==> config.mk <==
export PLATFORM = sky130hd
export DESIGN_NAME = seq_divider
export DESIGN_NICKNAME = d
export VERILOG_FILES = /design/src/rtl/alu_pkg.sv /design/src/rtl/div_step_unit.sv /design/src/rtl/seq_divider.sv
export SDC_FILE = /design/constraint.sdc
export NUM_CORES = 1
export LEC_CHECK = 0
export CORE_UTILIZATION = 38
export DETAILED_ROUTE_END_ITERATION = 7
export GPL_ROUTABILITY_DRIVEN = 0
export HOLD_SLACK_MARGIN = 0.06
export PLACE_DENSITY = 0.67
export SKIP_CTS_REPAIR_TIMING = 1
export SYNTH_ARGS = -nofsm -noshare
export SYNTH_HDL_FRONTEND = slang
export SYNTH_SLANG_ARGS = --single-unit
==> constraint.sdc <==
create_clock -name clk -period 2.3 [get_ports clk]
set_clock_uncertainty 0.2 [all_clocks]
set_input_delay 0.23 -clock clk [delete_from_list [all_inputs] [get_ports clk]]
set_output_delay 0.23 -clock clk [all_outputs]
set_load 0.02 [all_outputs]
==> src/rtl/alu_pkg.sv <==
// Shared ALU definitions: divider FSM states, default operand width and a
// two's-complement magnitude helper used by the signed datapaths.
package alu_pkg;

  localparam int ALU_WIDTH     = 8;
  localparam int ALU_MAX_WIDTH = 32;

  typedef enum logic [1:0] {
    IDLE = 2'd0,
    RUN  = 2'd1,
    FIX  = 2'd2,
    DONE = 2'd3
  } div_state_t;

  // Caller zero-extends the operand and passes its own sign bit, so the low
  // bits of the result are the exact magnitude for any width up to 32.
  function automatic logic [ALU_MAX_WIDTH-1:0] abs_mag(
    input logic [ALU_MAX_WIDTH-1:0] x,
    input logic                     neg
  );
    return neg ? -x : x;
  endfunction

endpackage

==> src/rtl/div_step_unit.sv <==
// One restoring-division iteration: shift {rem, dividend} left, trial-subtract
// the divisor magnitude, then keep or restore the remainder.
module div_step_unit #(
  parameter int WIDTH = 8
) (
  input  logic [WIDTH:0]   rem_in,
  input  logic [WIDTH-1:0] dvd_in,
  input  logic [WIDTH-1:0] dvs,
  output logic [WIDTH:0]   rem_out,
  output logic [WIDTH-1:0] dvd_out
);

  logic [WIDTH+1:0] shifted;
  logic [WIDTH+1:0] trial;
  logic             q_bit;

  // Extra top bit on the trial makes a negative difference visible as a borrow.
  always_comb begin
    shifted = {rem_in, dvd_in[WIDTH-1]};
    trial   = shifted - {2'b00, dvs};
    q_bit   = ~trial[WIDTH+1];
    rem_out = q_bit ? trial[WIDTH:0] : shifted[WIDTH:0];
    dvd_out = {dvd_in[WIDTH-2:0], q_bit};
  end

endmodule

==> src/rtl/seq_divider.sv <==
// Multi-cycle signed restoring divider, one quotient bit per clock.
// Define SEQ_DIVIDER_REMAINDER_EN to expose the signed remainder output.
module seq_divider
  import alu_pkg::*;
#(
  parameter  int WIDTH = ALU_WIDTH,
  localparam int CNT_W = $clog2(WIDTH + 1)
) (
  input  logic               clk,
  input  logic               rst,
  input  logic               start,
  input  logic [WIDTH-1:0]   a,
  input  logic [WIDTH-1:0]   b,
  output logic               busy,
  output logic               done,
  output logic [2*WIDTH-1:0] result,
  output logic               sign_flag,
  output logic               zero_flag,
  output logic               div_zero
`ifdef SEQ_DIVIDER_REMAINDER_EN
  ,
  output logic [WIDTH-1:0]   remainder
`endif
);

  localparam logic [1:0] ST_IDLE = IDLE;
  localparam logic [1:0] ST_RUN  = RUN;
  localparam logic [1:0] ST_FIX  = FIX;
  localparam logic [1:0] ST_DONE = DONE;

  logic [1:0]         state_q, state_d;
  logic [WIDTH:0]     rem_q, rem_d;
  logic [WIDTH-1:0]   dvd_q, dvd_d;
  logic [WIDTH-1:0]   dvs_q, dvs_d;
  logic [CNT_W-1:0]   count_q, count_d;
  logic               sign_quo_q, sign_quo_d;
  logic               bzero_q, bzero_d;
  logic [2*WIDTH-1:0] result_q, result_d;
  logic               sign_flag_q, sign_flag_d;
  logic               zero_flag_q, zero_flag_d;
  logic               div_zero_q, div_zero_d;
`ifdef SEQ_DIVIDER_REMAINDER_EN
  logic               sign_rem_q, sign_rem_d;
  logic [WIDTH-1:0]   remainder_q, remainder_d;
  logic [WIDTH-1:0]   rem_fix;
`endif

  logic [ALU_MAX_WIDTH-1:0] a_abs;
  logic [ALU_MAX_WIDTH-1:0] b_abs;
  logic [WIDTH-1:0]         a_mag;
  logic [WIDTH-1:0]         b_mag;
  logic                     unused_abs_hi;
  logic [WIDTH:0]           step_rem;
  logic [WIDTH-1:0]         step_dvd;
  logic [2*WIDTH-1:0]       quo_ext;
  logic [2*WIDTH-1:0]       quo_signed;

  assign a_abs         = abs_mag(ALU_MAX_WIDTH'(a), a[WIDTH-1]);
  assign b_abs         = abs_mag(ALU_MAX_WIDTH'(b), b[WIDTH-1]);
  assign a_mag         = a_abs[WIDTH-1:0];
  assign b_mag         = b_abs[WIDTH-1:0];
  assign unused_abs_hi = ^{a_abs, b_abs};

  div_step_unit #(
    .WIDTH (WIDTH)
  ) u_step (
    .rem_in  (rem_q),
    .dvd_in  (dvd_q),
    .dvs     (dvs_q),
    .rem_out (step_rem),
    .dvd_out (step_dvd)
  );

  // The dividend register is shifted out as the quotient fills in from the LSB.
  assign quo_ext    = {{WIDTH{1'b0}}, dvd_q};
  assign quo_signed = sign_quo_q ? -quo_ext : quo_ext;

`ifdef SEQ_DIVIDER_REMAINDER_EN
  // With no iterations run, dvd_q still holds |a|, so sign_r restores a itself.
  assign rem_fix = bzero_q ? dvd_q : rem_q[WIDTH-1:0];
`endif

  always_comb begin
    state_d     = state_q;
    rem_d       = rem_q;
    dvd_d       = dvd_q;
    dvs_d       = dvs_q;
    count_d     = count_q;
    sign_quo_d  = sign_quo_q;
    bzero_d     = bzero_q;
    result_d    = result_q;
    sign_flag_d = sign_flag_q;
    zero_flag_d = zero_flag_q;
    div_zero_d  = div_zero_q;
`ifdef SEQ_DIVIDER_REMAINDER_EN
    sign_rem_d  = sign_rem_q;
    remainder_d = remainder_q;
`endif

    case (state_q)
      ST_IDLE: begin
        if (start) begin
          rem_d      = '0;
          dvd_d      = a_mag;
          dvs_d      = b_mag;
          count_d    = CNT_W'(WIDTH);
          sign_quo_d = a[WIDTH-1] ^ b[WIDTH-1];
          bzero_d    = (b == '0);
`ifdef SEQ_DIVIDER_REMAINDER_EN
          sign_rem_d = a[WIDTH-1];
`endif
          state_d    = (b == '0) ? ST_FIX : ST_RUN;
        end
      end

      ST_RUN: begin
        rem_d   = step_rem;
        dvd_d   = step_dvd;
        count_d = count_q - CNT_W'(1);
        if (count_q == CNT_W'(1)) begin
          state_d = ST_FIX;
        end
      end

      ST_FIX: begin
        result_d    = bzero_q ? '0 : quo_signed;
        sign_flag_d = result_d[2*WIDTH-1];
        zero_flag_d = (result_d == '0);
        div_zero_d  = bzero_q;
`ifdef SEQ_DIVIDER_REMAINDER_EN
        remainder_d = sign_rem_q ? -rem_fix : rem_fix;
`endif
        state_d     = ST_DONE;
      end

      ST_DONE: begin
        state_d = ST_IDLE;
      end

      default: begin
        state_d = ST_IDLE;
      end
    endcase
  end

  always_ff @(posedge clk) begin
    if (rst) begin
      state_q     <= ST_IDLE;
      rem_q       <= '0;
      dvd_q       <= '0;
      dvs_q       <= '0;
      count_q     <= '0;
      sign_quo_q  <= 1'b0;
      bzero_q     <= 1'b0;
      result_q    <= '0;
      sign_flag_q <= 1'b0;
      zero_flag_q <= 1'b1;
      div_zero_q  <= 1'b0;
`ifdef SEQ_DIVIDER_REMAINDER_EN
      sign_rem_q  <= 1'b0;
      remainder_q <= '0;
`endif
    end else begin
      state_q     <= state_d;
      rem_q       <= rem_d;
      dvd_q       <= dvd_d;
      dvs_q       <= dvs_d;
      count_q     <= count_d;
      sign_quo_q  <= sign_quo_d;
      bzero_q     <= bzero_d;
      result_q    <= result_d;
      sign_flag_q <= sign_flag_d;
      zero_flag_q <= zero_flag_d;
      div_zero_q  <= div_zero_d;
`ifdef SEQ_DIVIDER_REMAINDER_EN
      sign_rem_q  <= sign_rem_d;
      remainder_q <= remainder_d;
`endif
    end
  end

  assign busy      = (state_q != ST_IDLE);
  assign done      = (state_q == ST_DONE);
  assign result    = result_q;
  assign sign_flag = sign_flag_q;
  assign zero_flag = zero_flag_q;
  assign div_zero  = div_zero_q;
`ifdef SEQ_DIVIDER_REMAINDER_EN
  assign remainder = remainder_q;
`endif

endmodule
==> metrics.md, run 1 <==
| Metric | Value |
|---|---|
| Area leader, netlist | dfxtp_1 |
| Multi-input gate area | 1920 um2 |
| Die X | 91.2 um |
| Vias in the first global route | 2627 |
| Vert. Die Dim | 91.2 um |
| Share of layout cells above drive strength 1 | 0.126 |
| Clock buffer depth | 2 |
| Layout Cells excl Fill | 530 |
| Register area | 1000 um2 |
| Endpoints failing hold | 0 |
| Simple-gate area share of the yosys netlist | 0.202 |
| Syn Inst Count | 378 |
| Max-Cap Viols | 0 |
| Library cells used by synthesis | 57 |
| CP required | 2.36 ns |
| Mux cell area share after synthesis | 0.0529 |
| Most common cell after layout, fill and taps aside | nand2_1 |
| Post-layout util | 0.494 |
| Top_reg_cell synth | dfxtp_1 |
| Peak supply drop | 0.000597 V |
| Most frequent cells in the layout | nand2_1, dfxtp_1, nor2_1 |
| Vias/cell | 5.22 |
| Drc violations | 0 |
| First-pass GRT wire length | 11900 um |
| Outcome | complete, no violations |
| Synth-to-layout area growth | 26.2% |
| Max-slew violations | 0 |
| Root buf cell | clkbuf_8 |
| Syn Nets | 416 |
| Largest family of logic cells by synthesized area | compound AO/OA/AOI/OAI gates |
| CTS tree | done |
| Final setup viols | 0 |
| Vias | 2764 |
| Slack of the critical path | 0.0684 ns |
| Compound-gate portion of the synthesized area | 0.207 |
| GRT Max-Usage Layer | met2 |
| All-layer global routing usage | 0.174 |
| Dpl cells | 521 |
| Worst-path maximum fanout | 3 |
| Initial DRC count | 127 |
| Hold WS | 0.268 ns |
| Xor/xnor cell area share of the yosys netlist | 0.0633 |
| Worst-Margin Slew | 0.502 ns |
| CP Launch Type | flip-flop |
| N_diodes | 0 |
| Setup TNS | 0 ns |
| Drt pass-1 iters | 5 |
| Async set or reset register ratio after synthesis | 0 |
| Die ar. | 8320 um2 |
| Pwr/cell area | 1170 nW/um2 |
| RSZ-0062 raised after global routing | true |
| Row count | 32 |
| Mapped Area | 3030 um2 |
| Yosys reg bits | 50 |
| Kind of critical path | reg2reg |
| Initial antenna violation count | 0 |
| Top Ports | 40 |
| H-tree depth | 2 |
| Met2 Use GR | 0.280 |
| Adder-cell share of the synthesized area | 0.0811 |
| Top post-synthesis cells by area | dfxtp_1, ha_1, nand2_1 |
| Met1 GRT Util | 0.234 |
| Crit path time final | 2.23 ns |
| Largest net degree at the start of global routing | 25 |
| Hpwl dp | 5220 um |
| Syn Area/Cell | 8.00 um2 |
| Arrival time worst endpoint | 2.29 ns |
| Fill cells | 730 |
| CTS Sinks | 50 |
| Final std cell area, no fill | 3820 um2 |
| CTS Buf Count | 5 |
| Final WL | 7020 um |
| Placed Area | 3620 um2 |
| Post-synth top area share | 0.331 |
| Worst-Skew Late Latency | 0.31 ns |
| Core Area | 7730 um2 |
| Port Buf Inserts | 39 |
| Synthesis Warnings | 0 |
| Detailed-route wire length per cell | 13.2 um |
| Seq/Total Area, Yosys | 0.331 |
| Post-Place Worst Slack | 0.0335 ns |
| CP endpoint kind | flip-flop |
| Fin crit share | 0.970 |
| Relative slew slack | 0.665 |
| Clock slew at reported path FFs | 0.09 ns |
| Remaining global-route overflow | 0 |
| Final ANT Viol Nets | 0 |
| Initial Util | 0.392 |
| GRT met3 Usage | 0.0243 |
| Total design power | 4.46 mW |
| Type of the worst min-delay path | reg2reg |
| Leak | 1.46 nW |
| Net count, final | 465 |
| Number of enable flip-flop cells after synthesis | 0 |
| F_max | 448 MHz |
## flip-flops by register name (all words and copies together), names as in the netlist
name	cells
state_q	2
bzero_q	1
count_q	4
zero_flag	1
result	15
sign_quo_q	1
rem_q	9
dvd_q	8
div_zero	1
dvs_q	8
## cell type report
class / instances / area share
well taps: 102 / 0.0334
flip-flops and latches: 50 / 0.262
clock inverters: 2 / 0.00328
repair buffers: 64 / 0.153
inverters: 24 / 0.0236
clock buffers: 6 / 0.0216
multi-input cells: 282 / 0.503
## worst max-delay path: stages, from the launching register on
cell,delay (ns)
dfxtp_2,0.33
or4_4,0.56
nor4_4,0.18
ha_1,0.28
mux2i_2,0.19
o21ai_1,0.08
nor4_1,0.19
a221o_1,0.17
## where the power goes
part | leakage (nW) | internal, mW | switching, mW
clock network | 0.0472 | 0.242 | 0.299
logic | 1.01 | 1.25 | 1.42
registers | 0.408 | 1.05 | 0.194
total | 1.46 | 2.54 | 1.91
## synth_stat cells, drive strengths merged, types with 4 or more instances
cell type / number
inv: 24
nor4: 4
buf: 6
nor3: 11
clkbuf: 16
xnor2: 8
nor2: 40
nand2b: 6
a211oi: 9
a21oi: 31
nand3: 4
ha: 18
nand2: 50
nor2b: 5
o211ai: 5
o21ai: 18
o31ai: 5
xor2: 13
mux2i: 16
dfxtp: 50
## kinds of logic (layout without fill, tap and decap cells)
| group | count (synthesis) | in the layout |
|---|---|---|
| buffers and inverters | 46 | 96 |
| AND/OR/NAND/NOR | 133 | 133 |
| flip-flops | 50 | 50 |
| XOR/XNOR | 21 | 21 |
| multiplexers | 16 | 16 |
| adder cells (fa/ha/maj) | 19 | 19 |
| AO/OA/AOI/OAI | 93 | 93 |
## path summary, 6_finish.rpt
path / start / endpoint / slack [ns] / cells past startpoint
worst max-delay path: dvd_q[2] / zero_flag / 0.07 / 7
worst min-delay path: dvs_q[7] / dvs_q[7] / 0.27 / 2
worst max register to register: dvd_q[2] / zero_flag / 0.07 / 7
worst min register to register: dvs_q[7] / dvs_q[7] / 0.27 / 2
## layer usage
layer | up-vias | routed length, um
met2 | 71 | 3240
met5 | - | 0
met1 | 1286 | 3420
li1 | 1400 | -
met4 | 0 | 104
met3 | 7 | 254
(Power assumes the default switching activity.)
==> inputs of run 2 (changes only) <==
--- a/config.mk
+++ b/config.mk
@@ -5,12 +5,14 @@
 export SDC_FILE = /design/constraint.sdc
 export NUM_CORES = 1
 export LEC_CHECK = 0
+export CORE_ASPECT_RATIO = 0.8
 export CORE_UTILIZATION = 38
 export DETAILED_ROUTE_END_ITERATION = 7
 export GPL_ROUTABILITY_DRIVEN = 0
 export HOLD_SLACK_MARGIN = 0.06
 export PLACE_DENSITY = 0.67
 export SKIP_CTS_REPAIR_TIMING = 1
+export SLEW_MARGIN = 15
 export SYNTH_ARGS = -nofsm -noshare
 export SYNTH_HDL_FRONTEND = slang
 export SYNTH_SLANG_ARGS = --single-unit
==> run 2 against run 1 <==
- sequential power about the same
- die area barely moved
- combinational power up 7%
==> metrics.md, run 2 (synthesized netlist as in run 1, its figures left out) <==
| Metric | Value |
|---|---|
| Vias | 2759 |
| Initial antenna violation count | 0 |
| Reg-to-reg startpoint | dvd_q[2] |
| Sw frac | 0.418 |
| Type of the worst min-delay path | reg2reg |
| Core Area | 7570 um2 |
| Remaining global-route overflow | 0 |
| Worst-Margin Slew | 0.485 ns |
| Most frequent cells in the layout | nand2_1, dfxtp_1, nor2_1 |
| CTS Buf Count | 5 |
| Total design power | 4.73 mW |
| H-tree depth | 2 |
| Endpoints failing hold | 0 |
| Final setup viols | 0 |
| CP endpoint kind | flip-flop |
| Post-Place Worst Slack | 0.0138 ns |
| Drt pass-1 iters | 4 |
| Leak | 1.51 nW |
| RSZ-0062 raised after global routing | true |
| Worst-path maximum fanout | 2 |
| Worst-Skew Late Latency | 0.30 ns |
| Share of layout cells above drive strength 1 | 0.161 |
| Drc violations | 0 |
| Port Buf Inserts | 39 |
| Combinational power share | 0.605 |
| Hold Startpoint | result[13] |
| Slack of the critical path | 0.00717 ns |
| F_max | 436 MHz |
| Arrival time worst endpoint | 2.34 ns |
| Die ar. | 8320 um2 |
| Detailed-route wire length per cell | 13.2 um |
| Switching pwr | 1.98 mW |
| All-layer global routing usage | 0.179 |
| Reg power frac | 0.263 |
| Dpl cells | 530 |
| Max-Cap Viols | 0 |
| Initial Util | 0.400 |
| Top Ports | 40 |
| Vias/cell | 5.10 |
| Hold path cells | 2 |
| First-pass GRT wire length | 11600 um |
| Max reg flops | 15 |
| Peak supply drop | 0.000510 V |
| Largest net degree at the start of global routing | 24 |
| Clock slew at reported path FFs | 0.09 ns |
| Clock Power Share | 0.132 |
| Net count, final | 473 |
| CP startpoint | dvd_q[2] |
| Row count | 28 |
| Internal power | 2.75 mW |
| Pwr/cell area | 1200 nW/um2 |
| Vias in the first global route | 2477 |
| Clock buffer depth | 2 |
| CTS tree | done |
| Crit path time final | 2.29 ns |
| Placed Area | 3670 um2 |
| Final WL | 7160 um |
| Kind of critical path | reg2reg |
| Final std cell area, no fill | 3940 um2 |
| Fin crit share | 0.997 |
| Relative slew slack | 0.677 |
| Hpwl dp | 5590 um |
| Root buf cell | clkbuf_8 |
| CTS Sinks | 50 |
| Die X | 102 um |
| CP required | 2.35 ns |
| Outcome | complete, no violations |
| Max-slew violations | 0 |
| Final ANT Viol Nets | 0 |
| Initial DRC count | 104 |
| Most common cell after layout, fill and taps aside | nand2_1 |
| Worst Reg-to-Reg Cells | 8 |
| Vert. Die Dim | 81.8 um |
| Layout Cells excl Fill | 541 |
| N_diodes | 0 |
| Hold WS | 0.271 ns |
| Fill cells | 732 |
| Synth-to-layout area growth | 30.1% |
| CP Launch Type | flip-flop |
==> run 2: cell count changes in the layout (fill, tap and decap cells not counted), sizes merged <==
cell | previous run | this run
bufinv | 0 | 1
clkinv | 1 | 0
buf | 25 | 33
==> run 2: area by class of cell <==
class	count	area [um2]	share of cell area
Clock buffer	6	72.6	0.0184
Clock inverter	2	37.5	0.00953
Inverter	24	90.1	0.0229
Multi-Input combinational cell	282	1960	0.497
Sequential cell	50	1000	0.255
Tap cell	105	131	0.0334
Timing Repair Buffer	72	644	0.164
==> run 2: power by group through the flow <==
| stage | Combinational [mW] | Sequential [mW] | Clock [mW] |
|---|---|---|---|
| after floorplan | 1.79 | 1.24 | 0 |
| after global placement | 2.51 | 1.24 | 0 |
| after detailed placement | 2.56 | 1.24 | 0 |
| after CTS | 2.58 | 1.22 | 0.629 |
| after global routing | 3.15 | 1.28 | 0.667 |
| final | 2.86 | 1.24 | 0.624 |
==> run 2: stage by stage <==
stage	setup TNS [ns]	util
2_1_floorplan	0	-
5_1_grt	-0.175	0.520
6_report	0	0.520
4_1_cts	-0.00599	0.500
3_3_place_gp	0	0.485
3_5_place_dp	0	0.485
==> run 2: path summary, 6_finish.rpt <==
kind / slack (ns) / to
setup / recovery: 0.007 / zero_flag
hold / removal: 0.27 / result[13]
setup reg to reg: 0.007 / zero_flag
hold reg to reg: 0.27 / result[13]
==> run 2: layer usage <==
layer  track usage  vias up  part of all wire
met3        0.0332        5             0.043
met4        0.0406        0            0.0082
met1         0.263     1282              0.52
met2         0.268       58              0.43
li1              -     1414                 -
met5             0        -                 0
==> run 2: critical path, stage by stage, from the launching register on <==
cell and delay, ns:
dfxtp_2 0.33, or4_4 0.55, nor4_4 0.23, ha_4 0.19, nand2_2 0.05, o22ai_2 0.12, a31oi_1 0.10, nor4_1 0.29
a221o_1 0.18
==> inputs of run 3 (changes only) <==
--- a/config.mk
+++ b/config.mk
@@ -5,6 +5,7 @@
 export SDC_FILE = /design/constraint.sdc
 export NUM_CORES = 1
 export LEC_CHECK = 0
+export ABC_CLOCK_PERIOD_IN_PS = 2300
 export CORE_ASPECT_RATIO = 0.8
 export CORE_UTILIZATION = 38
 export DETAILED_ROUTE_END_ITERATION = 7
==> results of run 3 <==
Same layout as run 2: the final DEF is identical, and so are final timing and power.
